==> src/rtl/demux4x32_buf_pkg.sv <==
// -----------------------------------------------------------------------------
// demux4x32_buf_pkg
// Shared constants for the 1:4 buffered word demultiplexer:
//   WIDTH_DEF  default data word width
//   NCH        number of destination channels
//   chan_sel_e select encodings CH0..CH3 for the 2-bit destination select
// -----------------------------------------------------------------------------
package demux4x32_buf_pkg;

    localparam int WIDTH_DEF = 32;
    localparam int NCH       = 4;

    typedef enum logic [1:0] {
        CH0 = 2'd0,
        CH1 = 2'd1,
        CH2 = 2'd2,
        CH3 = 2'd3
    } chan_sel_e;

endpackage : demux4x32_buf_pkg

==> src/rtl/demux4x32_buf_chan_fifo.sv <==
// -----------------------------------------------------------------------------
// demux_chan_fifo
// One destination channel: a DEPTH-entry FIFO with a valid/ready style
// head presentation.
// Ports:
//   Clk   in   rising-edge clock
//   Rst   in   synchronous active-high reset, empties the FIFO
//   push  in   write din this edge (ignored while full)
//   din   in   word to write
//   full  out  count == DEPTH
//   pop   in   consumer takes dout this edge (ignored while empty)
//   dout  out  head word, forced to 0 while empty
//   valid out  FIFO holds at least one word
// -----------------------------------------------------------------------------
module demux_chan_fifo
    import demux4x32_buf_pkg::*;
#(
    parameter int WIDTH = WIDTH_DEF,
    parameter int DEPTH = 2
) (
    input  logic             Clk,
    input  logic             Rst,
    input  logic             push,
    input  logic [WIDTH-1:0] din,
    output logic             full,
    input  logic             pop,
    output logic [WIDTH-1:0] dout,
    output logic             valid
);

    localparam int PW = $clog2(DEPTH);
    localparam int CW = PW + 1;

    logic [WIDTH-1:0] mem_q [DEPTH];
    logic [PW-1:0]    wptr_q;
    logic [PW-1:0]    wptr_d;
    logic [PW-1:0]    rptr_q;
    logic [PW-1:0]    rptr_d;
    logic [CW-1:0]    count_q;
    logic [CW-1:0]    count_d;
    logic             push_ok_s;
    logic             pop_ok_s;

    assign full      = (count_q == CW'(DEPTH));
    assign valid     = (count_q != {CW{1'b0}});
    // Guarding here keeps the FIFO safe even if a caller ignores full/valid.
    assign push_ok_s = push && !full;
    assign pop_ok_s  = pop && valid;
    // Empty channels present zero so stale storage never leaks out.
    assign dout      = valid ? mem_q[rptr_q] : {WIDTH{1'b0}};

    // Next-state for pointers and occupancy; DEPTH is a power of two so
    // pointers wrap by natural overflow.
    always_comb begin
        wptr_d  = wptr_q;
        rptr_d  = rptr_q;
        count_d = count_q;
        if (push_ok_s) begin
            wptr_d = wptr_q + PW'(1);
        end else begin
            wptr_d = wptr_q;
        end
        if (pop_ok_s) begin
            rptr_d = rptr_q + PW'(1);
        end else begin
            rptr_d = rptr_q;
        end
        case ({push_ok_s, pop_ok_s})
            2'b10:   count_d = count_q + CW'(1);
            2'b01:   count_d = count_q - CW'(1);
            default: count_d = count_q;
        endcase
    end

    // Pointer and occupancy registers; reset wins over any push or pop.
    always_ff @(posedge Clk) begin
        if (Rst) begin
            wptr_q  <= {PW{1'b0}};
            rptr_q  <= {PW{1'b0}};
            count_q <= {CW{1'b0}};
        end else begin
            wptr_q  <= wptr_d;
            rptr_q  <= rptr_d;
            count_q <= count_d;
        end
    end

    // Storage array; contents need no reset because dout is gated by valid.
    always_ff @(posedge Clk) begin
        if (!Rst && push_ok_s) begin
            mem_q[wptr_q] <= din;
        end
    end

endmodule : demux_chan_fifo

==> src/rtl/demux4x32_buf.sv <==
// -----------------------------------------------------------------------------
// demux4x32_buf
// Steers one input word stream to one of four buffered destination channels.
// Ports:
//   Clk, Rst        clock, synchronous active-high reset
//   D, S, DValid    input word, destination select, word valid
//   DReady          channel S can accept a word (combinational on S)
//   Y0..Y3, V0..V3  head word / head valid of each channel
//   R0..R3          consumer i takes Yi this cycle
// -----------------------------------------------------------------------------
module demux4x32_buf
    import demux4x32_buf_pkg::*;
#(
    parameter int WIDTH = WIDTH_DEF,
    parameter int DEPTH = 2
) (
    input  logic             Clk,
    input  logic             Rst,
    input  logic [WIDTH-1:0] D,
    input  logic [1:0]       S,
    input  logic             DValid,
    output logic             DReady,
    output logic [WIDTH-1:0] Y0,
    output logic [WIDTH-1:0] Y1,
    output logic [WIDTH-1:0] Y2,
    output logic [WIDTH-1:0] Y3,
    output logic             V0,
    output logic             V1,
    output logic             V2,
    output logic             V3,
    input  logic             R0,
    input  logic             R1,
    input  logic             R2,
    input  logic             R3
);

    logic [NCH-1:0]   full_s;
    logic [NCH-1:0]   push_s;
    logic [NCH-1:0]   pop_s;
    logic [NCH-1:0]   valid_s;
    logic [WIDTH-1:0] dout_s [NCH];

    assign pop_s = {R3, R2, R1, R0};

    // Readiness depends only on the channel currently addressed by S.
    always_comb begin
        DReady = 1'b0;
        case (chan_sel_e'(S))
            CH0:     DReady = !full_s[0];
            CH1:     DReady = !full_s[1];
            CH2:     DReady = !full_s[2];
            CH3:     DReady = !full_s[3];
            default: DReady = 1'b0;
        endcase
    end

    // One-hot push decode of an accepted word.
    always_comb begin
        push_s = {NCH{1'b0}};
        if (DValid && DReady) begin
            push_s = NCH'(1) << S;
        end else begin
            push_s = {NCH{1'b0}};
        end
    end

    for (genvar i = 0; i < NCH; i++) begin : g_chan
        demux_chan_fifo #(
            .WIDTH (WIDTH),
            .DEPTH (DEPTH)
        ) u_fifo (
            .Clk   (Clk),
            .Rst   (Rst),
            .push  (push_s[i]),
            .din   (D),
            .full  (full_s[i]),
            .pop   (pop_s[i]),
            .dout  (dout_s[i]),
            .valid (valid_s[i])
        );
    end

    assign Y0 = dout_s[0];
    assign Y1 = dout_s[1];
    assign Y2 = dout_s[2];
    assign Y3 = dout_s[3];
    assign V0 = valid_s[0];
    assign V1 = valid_s[1];
    assign V2 = valid_s[2];
    assign V3 = valid_s[3];

endmodule : demux4x32_buf

==> config.mk <==
export PLATFORM = sky130hd
export DESIGN_NAME = demux4x32_buf
export DESIGN_NICKNAME = d
export VERILOG_FILES = /design/src/rtl/demux4x32_buf_pkg.sv /design/src/rtl/demux4x32_buf_chan_fifo.sv /design/src/rtl/demux4x32_buf.sv
export SDC_FILE = /design/constraint.sdc
export NUM_CORES = 1
export LEC_CHECK = 0
export CORE_ASPECT_RATIO = 1.25
export CORE_UTILIZATION = 25
export DETAILED_ROUTE_END_ITERATION = 6
export HOLD_SLACK_MARGIN = 0.15
export SETUP_SLACK_MARGIN = 0.1
export SLEW_MARGIN = 20
export SYNTH_ARGS = -nofsm -noshare
export SYNTH_HDL_FRONTEND = slang
export SYNTH_HIERARCHICAL = 1
export SYNTH_SLANG_ARGS = --single-unit
==> constraint.sdc <==
create_clock -name Clk -period 5.4 [get_ports Clk]
set_clock_uncertainty 0.15 [all_clocks]
set_input_delay 1.08 -clock Clk [delete_from_list [all_inputs] [get_ports Clk]]
set_output_delay 1.08 -clock Clk [all_outputs]
set_load 0.01 [all_outputs]
==> results by group, run 1 <==
Status
  – Outcome: complete, no violations

Die
  – I/O pin count: 174
  – Core ar.: 0.0413 mm²
  – Initial core utilization: 25.5%
  – FP Rows: 83
  – Die Span Y: 232 µm
  – Horiz. Die Dim: 186 µm
  – Die ar.: 0.0431 mm²

Timing
  – RSZ-0062 raised after global routing: no
  – Worst Tran Pin Value: 1.09 ns
  – Achievable Freq: 0.253 GHz
  – Min Hold Slack: 0.353 ns
  – Fin Setup TNS: 0 ns
  – Max-slew violations: 0
  – Endpoints failing hold: 0
  – Setup Viol. Count Final: 0
  – Period utilization: 73.2%
  – Slew headroom: 27.6%
  – Final min period: 3.95 ns

Pwr
  – Clock Power Share: 33.5%
  – LEAKAGE: 4.39 nW
  – Tot Pwr: 5.67 mW
  – Sequential Power Share: 44.2%
  – Switching Share: 27.5%
  – Pint: 4.11 mW
  – Pwr dens: 405 mW/mm²
  – Sw power: 1.56 mW
  – Comb power frac: 22.3%
  – Worst VDD drop: 0.000221 V

Clocking
  – CTS H-tree depth: 1
  – Root Buffer: clkbuf_16
  – Hold buffer count at CTS: 0
  – Clock insertion delay at the later pin of the skew report: 0.54 ns
  – TritonCTS clock tree: done
  – Clock buffer depth: 3
  – CTS Buf Count: 29
  – Clock transition at path regs: 0.06 ns
  – Post-CTS Resized: 0
  – Postcts setup bufs: 0
  – Clk sink count: 276

Finish
  – Diodes inserted: 0
  – Final net count: 896
  – Synthesis-to-layout area growth: 32.6%
  – Final design area excluding fillers: 0.0140 mm²
  – Multi-input gate area: 0.00236 mm²
  – Final cell count without fillers: 1425
  – Ratio of cells with drive above 1 in the final layout: 9.16%
  – Commonest cells after routing, fill and taps aside: edfxtp_1, clkdlybuf4s50_1, nor2_1
  – Reg area: 0.00809 mm²
  – Commonest non-fill, non-tap cell in the layout: edfxtp_1
  – Filler cell count in the final layout: 4071

Placement
  – Placed Cells: 1372
  – RePlAce Congestion: 0.692
  – Number of I/O port buffers: 173
  – Placed Area: 0.0131 mm²
  – Detailed placement HPWL: 16800 µm

Drt
  – Vias per inst: 4.18
  – DR WL/cell: 18.3 µm
  – Total wire length: 26100 µm
  – Remaining antenna violation count: 0
  – DRC viols: 0
  – Via count: 5954
  – DRT iter0 DRCs: 267
  – Drt first pass iters: 4

GRT
  – First-pass GRT wire length: 37600 µm
  – Total congestion overflow: 0
  – Largest net degree at the start of global routing: 34
  – Initial antenna violation count: 1
  – GR Util All Layers: 12.0%
  – Vias in the first global route: 6084

Worst setup path
  – CP Class: input pin to output port
  – Crit path required time: 4.17 ns
  – Reg2reg start: g_chan[0].u_fifo/count_q[0]$_SDFFE_PP0P_
  – CP max FO: 4
  – Crit. End Element: output port
  – Slowest-stage cell, CP: clkdlybuf4s50_1
  – Critical path, cell by cell: clkdlybuf4s50_1, mux4_2, inv_1, clkdlybuf4s50_1
  – Crit-path max cell delay: 0.54 ns
  – R2R Path End: g_chan[0].u_fifo/mem_q[1][0]$_DFFE_PP_
  – Reg2reg setup slack: 2.85 ns
  – CP delay by family, top: buffers and inverters
  – Worst path buffer plus inverter count: 3
  – R2R cell count: 5
  – CP dominant cell by count: clkdlybuf4s50_1
  – Worst EP arrival: 2.72 ns
  – CP Launch Type: input pin

Synth
  – Post-synth cell types: 21
  – Sequential area share after synthesis: 76.6%
  – Post-Syn Nets: 700
  – Yosys warns: 6
  – Synthesized area: 0.0106 mm²
  – Mapped Cells: 655
  – Yosys reg bits: 276
  – Syn Area/Cell: 16.1 µm²

Hold path
  – WHS Endpoint: g_chan[1].u_fifo/rptr_q$_SDFFE_PP0P_
  – Min-delay worst type: flip-flop to flip-flop
  – Hold path depth: 2
  – Hold path startpoint: g_chan[1].u_fifo/rptr_q$_SDFFE_PP0P_

Run
  – Maxcap violations: 0
[registers in the layout, indices dropped and copies added (netlist names), named ones only]
name,count
g_chan.u_fifo/rptr_q,4
g_chan.u_fifo/wptr_q,4
g_chan.u_fifo/count_q,8
g_chan.u_fifo/mem_q,256
[metrics by stage]
step / setup slack, ns / utilization (%)
6_report: 1.45 / 33.9
3_3_place_gp: 1.43 / 31.6
4_1_cts: 1.37 / 33.9
3_5_place_dp: 1.44 / 31.7
5_1_grt: 1.33 / 33.9
2_1_floorplan: 0.816 / -
[synth_stat cells]
cell type,instances,share of area (%)
nand2_1,1,0.036
ha_1,4,0.47
dfxtp_1,20,3.8
xnor2_1,4,0.33
mux2i_1,128,12
inv_1,13,0.46
edfxtp_1,256,73
clkbuf_1,4,0.14
mux4_2,1,0.21
nor2_1,144,5.1
and4bb_2,1,0.12
buf_2,24,1.1
nor3b_1,5,0.36
nand2b_1,4,0.24
o21ai_0,12,0.57
xor2_1,8,0.66
or3_1,8,0.47
a21oi_1,8,0.38
nor3_1,5,0.24
nor2b_1,4,0.24
nor4b_1,1,0.083
[how the worst max path moves through the flow]
| stage | start | to | slack (ns) | depth (start not counted) |
|---|---|---|---|---|
| finish | S[1] | DReady | 1.45 | 4 |
| detailed placement | S[1] | DReady | 1.44 | 4 |
| global placement | S[1] | DReady | 1.43 | 4 |
| global route | flip-flop | Y1[1] | 1.33 | 4 |
| floorplan | S[1] | g_chan[0].u_fifo/mem_q[1][0]$_DFFE_PP_ | 0.82 | 3 |
| CTS | flip-flop | Y1[2] | 1.37 | 4 |
[power groups by stage]
stage / Sequential [mW] / Clock, mW / Combinational [mW]
after floorplan: 2.47 / 0 / 0.640
final: 2.51 / 1.90 / 1.26
after global placement: 2.55 / 0 / 1.27
after detailed placement: 2.56 / 0 / 1.29
after CTS: 2.51 / 1.95 / 1.30
after global routing: 2.52 / 2.03 / 1.37
[kinds of logic after synthesis]
family | Yosys count | share of synthesized area [%]
mux | 129 | 12.3
fa+ha+maj | 4 | 0.474
compound gates | 20 | 0.948
xor+xnor | 12 | 0.995
flops | 276 | 76.6
simple gates | 173 | 6.90
buf+inv | 41 | 1.74
[per-layer routing]
metal  GRT usage (%)  vias up  wire (µm)
li1                -     2788          -
met1            14.5     2984      10900
met2            21.4      151      13400
met3            2.05       29       1240
met4            3.84        2        518
met5               0        -         17
[worst min-delay path: stages, from the launching register on]
cell	delay, ns
dfxtp_1	0.32
xor2_1	0.08
nor2_1	0.07
[area by class of cell]
| type | count | share of cell area (%) |
|---|---|---|
| sequential | 276 | 57.8 |
| multi-input combinational | 338 | 16.9 |
| timing repair buffer | 193 | 13.5 |
| clock buffer | 34 | 5.32 |
| tap | 552 | 4.93 |
| clock inverter | 19 | 1.15 |
| inverter | 13 | 0.349 |
(Power assumes the default switching activity.)
==> run 2: changes to the inputs <==
clock period = 3.4 ns   (was 5.4 ns; I/O delays follow)
==> run 2 against run 1 <==
Effect of this change: clock power rose by 59%; combinational power rose by 69%; power rose by 60%; final area rose by 2.0%; sequential power rose by 57%; first-iteration DRC count fell by 0.37%; critical endpoint unchanged.
==> results by group, run 2 (synthesis results as in run 1) <==
Status
  – Outcome: complete, no violations

Worst setup path
  – Reg2reg setup slack: 0.98 ns (-1.87 ns)
  – Worst setup endpoint: DReady
  – CP Class: input pin to output port
  – CP Launch Type: input pin
  – R2R cell count: 8 (+3)
  – Worst EP arrival: 2.31 ns (-0.41 ns)
  – CP max FO: 4 (unchanged)
  – Crit path required time: 2.57 ns (-1.60 ns)
  – Crit. End Element: output port
  – R2R Path End: g_chan[0].u_fifo/count_q[1]$_SDFFE_PP0P_
  – Reg2reg start: g_chan[0].u_fifo/count_q[0]$_SDFFE_PP0P_
  – CP startpoint: S[1]

GRT
  – GR Util All Layers: 12.4% (+0.41 points)
  – Vias in the first global route: 6292 (+3.4%)
  – Largest net degree at the start of global routing: 33 (-2.9%)
  – First-pass GRT wire length: 39000 µm (+3.5%)
  – Total congestion overflow: 0 (unchanged)
  – Initial antenna violation count: 1 (unchanged)

Timing
  – RSZ-0062 raised after global routing: no
  – Achievable Freq: 0.318 GHz
  – Worst Slack Setup Final: 0.259 ns (-1.19 ns)
  – Slew headroom: 66.3% (+39 points)
  – Setup Viol. Count Final: 0 (unchanged)
  – Fin Setup TNS: 0 ns (unchanged)
  – Max-slew violations: 0 (unchanged)
  – Endpoints failing hold: 0 (unchanged)
  – Final min period: 3.14 ns
  – Period utilization: 92.4%
  – Worst Tran Pin Value: 0.504 ns (-0.583 ns)

Clocking
  – CTS Buf Count: 28 (-3.4%)
  – Clock buffer depth: 3 (unchanged)
  – Clock insertion delay at the later pin of the skew report: 0.53 ns (about the same)
  – Root Buffer: clkbuf_16
  – CTS H-tree depth: 1 (unchanged)
  – Clock transition at path regs: 0.06 ns (about the same)
  – Clk sink count: 276 (unchanged)
  – TritonCTS clock tree: done

Die
  – FP Rows: 83 (unchanged)
  – Die ar.: 0.0431 mm² (unchanged)
  – Initial core utilization: 25.5% (unchanged)
  – Core ar.: 0.0413 mm² (unchanged)
  – I/O pin count: 174 (unchanged)
  – Horiz. Die Dim: 186 µm (unchanged)
  – Die Span Y: 232 µm (unchanged)

Placement
  – Detailed placement HPWL: 17500 µm (+3.9%)
  – Placed Area: 0.0134 mm² (+2.1%)
  – RePlAce Congestion: 0.693 (+0.25%)
  – Pre-CTS setup slack: 0.247 ns (-1.20 ns)
  – Number of I/O port buffers: 173 (unchanged)

Run
  – Maxcap violations: 0 (unchanged)

Pwr
  – Comb power frac: 23.4% (+1.1 points)
  – Worst VDD drop: 0.000316 V (+43%)
  – Pwr dens: 637 mW/mm² (+57%)
  – Switching Share: 27.0% (-0.54 points)
  – Tot Pwr: 9.09 mW (+60%)
  – Pint: 6.64 mW (+62%)
  – Sw power: 2.46 mW (+57%)
  – LEAKAGE: 4.52 nW (+2.8%)
  – Sequential Power Share: 43.3% (-0.9 points)
  – Clock Power Share: 33.3% (-0.2 points)

Hold path
  – Min-delay worst type: flip-flop to flip-flop

Finish
  – Largest Register: g_chan.u_fifo/mem_q
  – Final net count: 906 (+1.1%)
  – Regs by FF count: g_chan.u_fifo/mem_q x256, g_chan.u_fifo/count_q x8
  – Commonest cells after routing, fill and taps aside: edfxtp_1, clkdlybuf4s50_1, nor2_1
  – Synthesis-to-layout area growth: 35.3%
  – Final design area excluding fillers: 0.0143 mm² (+2.0%)
  – Filler cell count in the final layout: 4018 (-1.3%)
  – Ratio of cells with drive above 1 in the final layout: 10.3% (+1.2 points)
  – Diodes inserted: 0 (unchanged)
  – Largest register FFs: 256 (unchanged)
  – Commonest non-fill, non-tap cell in the layout: edfxtp_1

Drt
  – DRT iter0 DRCs: 266 (-0.37%)
  – Drt first pass iters: 4 (unchanged)
  – Total wire length: 26500 µm (+1.4%)
  – DRC viols: 0 (unchanged)
  – Vias per inst: 4.18 (about the same)
  – Remaining antenna violation count: 0 (unchanged)
  – DR WL/cell: 18.4 µm (+0.72%)
  – Via count: 5987 (+0.55%)
## run 2: cell types whose count changed in the layout (fill, tap and decap cells not counted), sizes merged
cell and delta:
clkinvlp -2, bufinv +1, clkinv +2, inv -3, buf +11
## run 2: worst min-delay path by stage
stage | startpoint | cells after the start | endpoint | slack, ns
floorplan | g_chan[0].u_fifo/count_q[1]$_SDFFE_PP0P_ | 2 | g_chan[0].u_fifo/count_q[1]$_SDFFE_PP0P_ | 0.32
global placement | g_chan[1].u_fifo/rptr_q$_SDFFE_PP0P_ | 2 | flip-flop | 0.33
detailed placement | g_chan[0].u_fifo/rptr_q$_SDFFE_PP0P_ | 2 | g_chan[0].u_fifo/rptr_q$_SDFFE_PP0P_ | 0.34
CTS | g_chan[0].u_fifo/rptr_q$_SDFFE_PP0P_ | 2 | g_chan[0].u_fifo/rptr_q$_SDFFE_PP0P_ | 0.36
global route | g_chan[1].u_fifo/rptr_q$_SDFFE_PP0P_ | 2 | flip-flop | 0.39
finish | g_chan[0].u_fifo/rptr_q$_SDFFE_PP0P_ | 2 | g_chan[0].u_fifo/rptr_q$_SDFFE_PP0P_ | 0.35
## run 2: per-stage QoR
| step | hold WS (ns) | cells | utilization (%) |
|---|---|---|---|
| global route | 0.387 | 1434 | 34.6 |
| CTS | 0.358 | 1434 | 34.5 |
| floorplan | 0.321 | 655 | - |
| global placement | 0.333 | 1382 | 32.3 |
| detailed placement | 0.340 | 1382 | 32.3 |
| finish | 0.353 | 1434 | 34.6 |
## run 2: per-layer routing
| layer | part of all wire (%) | wire (µm) | global-route usage, % | up-vias |
|---|---|---|---|---|
| met5 | 0 | 0 | 0 | - |
| met4 | 2.5 | 659 | 4.33 | 0 |
| met3 | 4.5 | 1190 | 1.87 | 42 |
| met2 | 52 | 13800 | 22.6 | 158 |
| met1 | 41 | 10800 | 14.7 | 2967 |
| li1 | - | - | - | 2820 |
## run 2: cell type report
class / count / area (µm²) / share of cell area, %
clock buffers: 34 / 744 / 5.21
repair buffers: 204 / 2130 / 14.9
inverters: 13 / 48.8 / 0.342
clock inverters: 17 / 164 / 1.15
multi-input cells: 338 / 2410 / 16.9
well taps: 552 / 691 / 4.84
flip-flops and latches: 276 / 8100 / 56.7
## run 2: power by group through the flow
stage | registers, mW | logic, mW | clock network, mW
global route | 3.95 | 2.30 | 3.25
detailed placement | 4.01 | 2.17 | 0
finish | 3.93 | 2.13 | 3.03
CTS | 3.94 | 2.19 | 3.14
floorplan | 3.92 | 1.02 | 0
global placement | 4.00 | 2.16 | 0
## run 2: repair_timing
item	CTS	global route
setup endpoints to repair	17	7
resized for setup	0	3
hold endpoints to repair	0	0
pin swaps	1	0
buffers inserted	1	0
hold buffers	0	0
## run 2: critical path: stages
cell and delay [ns]:
clkdlybuf4s50_1 0.53, mux4_2 0.51, inv_1 0.06, clkdlybuf4s50_1 0.53
==> run 3: changes to the inputs <==
CORE_UTILIZATION = 48   (was 25)
CTS_BUF_LIST = sky130_fd_sc_hd__clkbuf_16   (was not set)
PLACE_DENSITY = 0.76   (was not set)
==> run 3 against run 2 <==
Effect of this change: utilization up 29 points; die area decreased by 48%; final area decreased by 3.5%; wire length down 16%; critical path depth unchanged.
==> results by group, run 3 (synthesis results as in run 1) <==
Drt
  – DR WL/cell: 19.4 µm (+5.0%)
  – Via count: 5953 (-0.57%)
  – Drt first pass iters: 4 (unchanged)
  – Met2 WL post-DR: 12500 µm (-9.6%)
  – DRT iter0 DRCs: 313 (+18%)
  – Vias per inst: 5.17 (+24%)
  – DRC viols: 0 (unchanged)
  – Metal-1 WL: 8470 µm (-22%)
  – Uppermost layer routed: met4
  – Routed wl met3: 1040 µm (-13%)
  – Total wire length: 22300 µm (-16%)
  – Remaining antenna violation count: 0 (unchanged)

Clocking
  – Postcts setup bufs: 0 (-1)
  – Post-CTS Resized: 0 (unchanged)
  – CTS H-tree depth: 1 (unchanged)
  – Hold buffer count at CTS: 0 (unchanged)
  – Clock buffer depth: 3 (unchanged)
  – Root Buffer: clkbuf_16
  – TritonCTS clock tree: done
  – Clock transition at path regs: 0.06 ns (about the same)
  – CTS Buf Count: 26 (-7.1%)
  – Clk sink count: 276 (unchanged)
  – Clock insertion delay at the later pin of the skew report: 0.52 ns (about the same)

Placement
  – RePlAce Congestion: 0.729 (+5.1%)
  – Number of I/O port buffers: 173 (unchanged)
  – Placed Cells: 1103 (-20%)
  – Detailed placement HPWL: 14300 µm (-18%)

Finish
  – Ratio of cells with drive above 1 in the final layout: 9.52% (-0.80 points)
  – Filler cell count in the final layout: 1556 (-61%)
  – Commonest cells after routing, fill and taps aside: edfxtp_1, clkdlybuf4s50_1, nor2_1
  – Final cell count without fillers: 1151 (-20%)
  – Post-layout util: 64.0% (+29 points)
  – Final net count: 897 (-0.99%)
  – Largest register FFs: 256 (unchanged)
  – Regs by FF count: g_chan.u_fifo/mem_q x256, g_chan.u_fifo/count_q x8
  – Commonest non-fill, non-tap cell in the layout: edfxtp_1
  – Synthesis-to-layout area growth: 30.5%
  – Largest Register: g_chan.u_fifo/mem_q
  – Diodes inserted: 0 (unchanged)

Status
  – Outcome: complete, no violations

Timing
  – Max-slew violations: 0 (unchanged)
  – Endpoints failing hold: 0 (unchanged)
  – Min Hold Slack: 0.358 ns (+0.00498 ns)
  – Setup Viol. Count Final: 0 (unchanged)
  – Slew headroom: 40.8% (-25 points)
  – Final min period: 3.19 ns (+0.0444 ns)
  – Fin Setup TNS: 0 ns (unchanged)
  – Worst Tran Pin Value: 0.885 ns (+0.382 ns)
  – Achievable Freq: 0.314 GHz (-1.4%)
  – Period utilization: 93.7% (+1.3 points)
  – RSZ-0062 raised after global routing: no

GRT
  – GR Util All Layers: 20.0% (+7.5 points)
  – Vias in the first global route: 6082 (-3.3%)
  – Largest net degree at the start of global routing: 34 (+3.0%)
  – First-pass GRT wire length: 33800 µm (-13%)
  – Total congestion overflow: 0 (unchanged)
  – Initial antenna violation count: 0 (-1)

Worst setup path
  – CP max FO: 4 (unchanged)
  – Crit-path max cell delay: 0.55 ns (+0.02 ns)
  – Worst EP arrival: 2.36 ns (+0.05 ns)
  – Slowest-stage cell, CP: clkdlybuf4s50_1
  – Critical path, cell by cell: clkdlybuf4s50_1, mux4_2, inv_1, clkdlybuf4s50_1
  – CP dominant cell by count: clkdlybuf4s50_1
  – CP Launch Type: input pin
  – CP Class: input pin to output port
  – Crit path required time: 2.57 ns (about the same)
  – Crit. End Element: output port

Die
  – Initial core utilization: 49.0% (+23 points)
  – I/O pin count: 174 (unchanged)
  – Die ar.: 0.0226 mm² (-48%)
  – Die Span Y: 168 µm (-28%)
  – Core ar.: 0.0215 mm² (-48%)
  – Horiz. Die Dim: 135 µm (-28%)
  – FP Rows: 60 (-28%)

Pwr
  – Clock Power Share: 32.3% (-1.0 points)
  – Switching Share: 26.3% (-0.67 points)
  – Pwr dens: 642 mW/mm² (+0.79%)
  – Pint: 6.51 mW (-1.8%)
  – Comb power frac: 23.2% (-0.2 points)
  – Sequential Power Share: 44.5% (+1.2 points)
  – Worst VDD drop: 0.000543 V (+72%)
  – LEAKAGE: 4.46 nW (-1.3%)
  – Sw power: 2.33 mW (-5.1%)

Hold path
  – Min-delay worst type: flip-flop to flip-flop

Run
  – Maxcap violations: 0 (unchanged)
-- run 3: metal layers --
metal,global-route usage (%),vias up
met3,3.01,30
met2,38.8,156
met4,5.18,0
met5,0,-
met1,22.4,2971
li1,-,2796
-- run 3: area by class of cell --
class	count	area [µm²]	area share (%)
clock inverter	21	184	1.33
multi-input combinational	338	2410	17.5
inverter	13	48.8	0.354
timing repair buffer	197	2020	14.7
tap	279	349	2.53
clock buffer	27	676	4.90
sequential	276	8100	58.7
-- run 3: final timing paths --
check | from | to | slack [ns] | cells after the start
setup reg to reg | g_chan[0].u_fifo/count_q[0]$_SDFFE_PP0P_ | g_chan[0].u_fifo/count_q[1]$_SDFFE_PP0P_ | 1.07 | 6
hold / removal | g_chan[0].u_fifo/rptr_q$_SDFFE_PP0P_ | flip-flop | 0.36 | 2
setup / recovery | S[1] | DReady | 0.21 | 4
hold reg to reg | g_chan[0].u_fifo/rptr_q$_SDFFE_PP0P_ | flip-flop | 0.36 | 2
-- run 3: worst max-delay path, delay by kind of cell --
family | cells | cell delay, ns
buf+inv | 3 | 1.15
mux | 1 | 0.53
-- run 3: stage by stage --
stage | total power, mW | setup slack (ns) | area [µm²]
after floorplan | 4.94 | 0.327 | 10600
after global placement | 6.06 | 0.226 | 12900
after detailed placement | 6.09 | 0.217 | 12900
after CTS | 8.93 | 0.148 | 13800
after global routing | 9.19 | 0.109 | 13800
final | 8.84 | 0.214 | 13800
-- run 3: power groups by stage --
stage / clock [mW] / sequential (mW) / combinational [mW]
floorplan: 0 / 3.92 / 1.02
global route: 3.04 / 3.95 / 2.19
CTS: 2.90 / 3.94 / 2.08
global placement: 0 / 4.01 / 2.05
detailed placement: 0 / 4.01 / 2.07
finish: 2.86 / 3.94 / 2.05
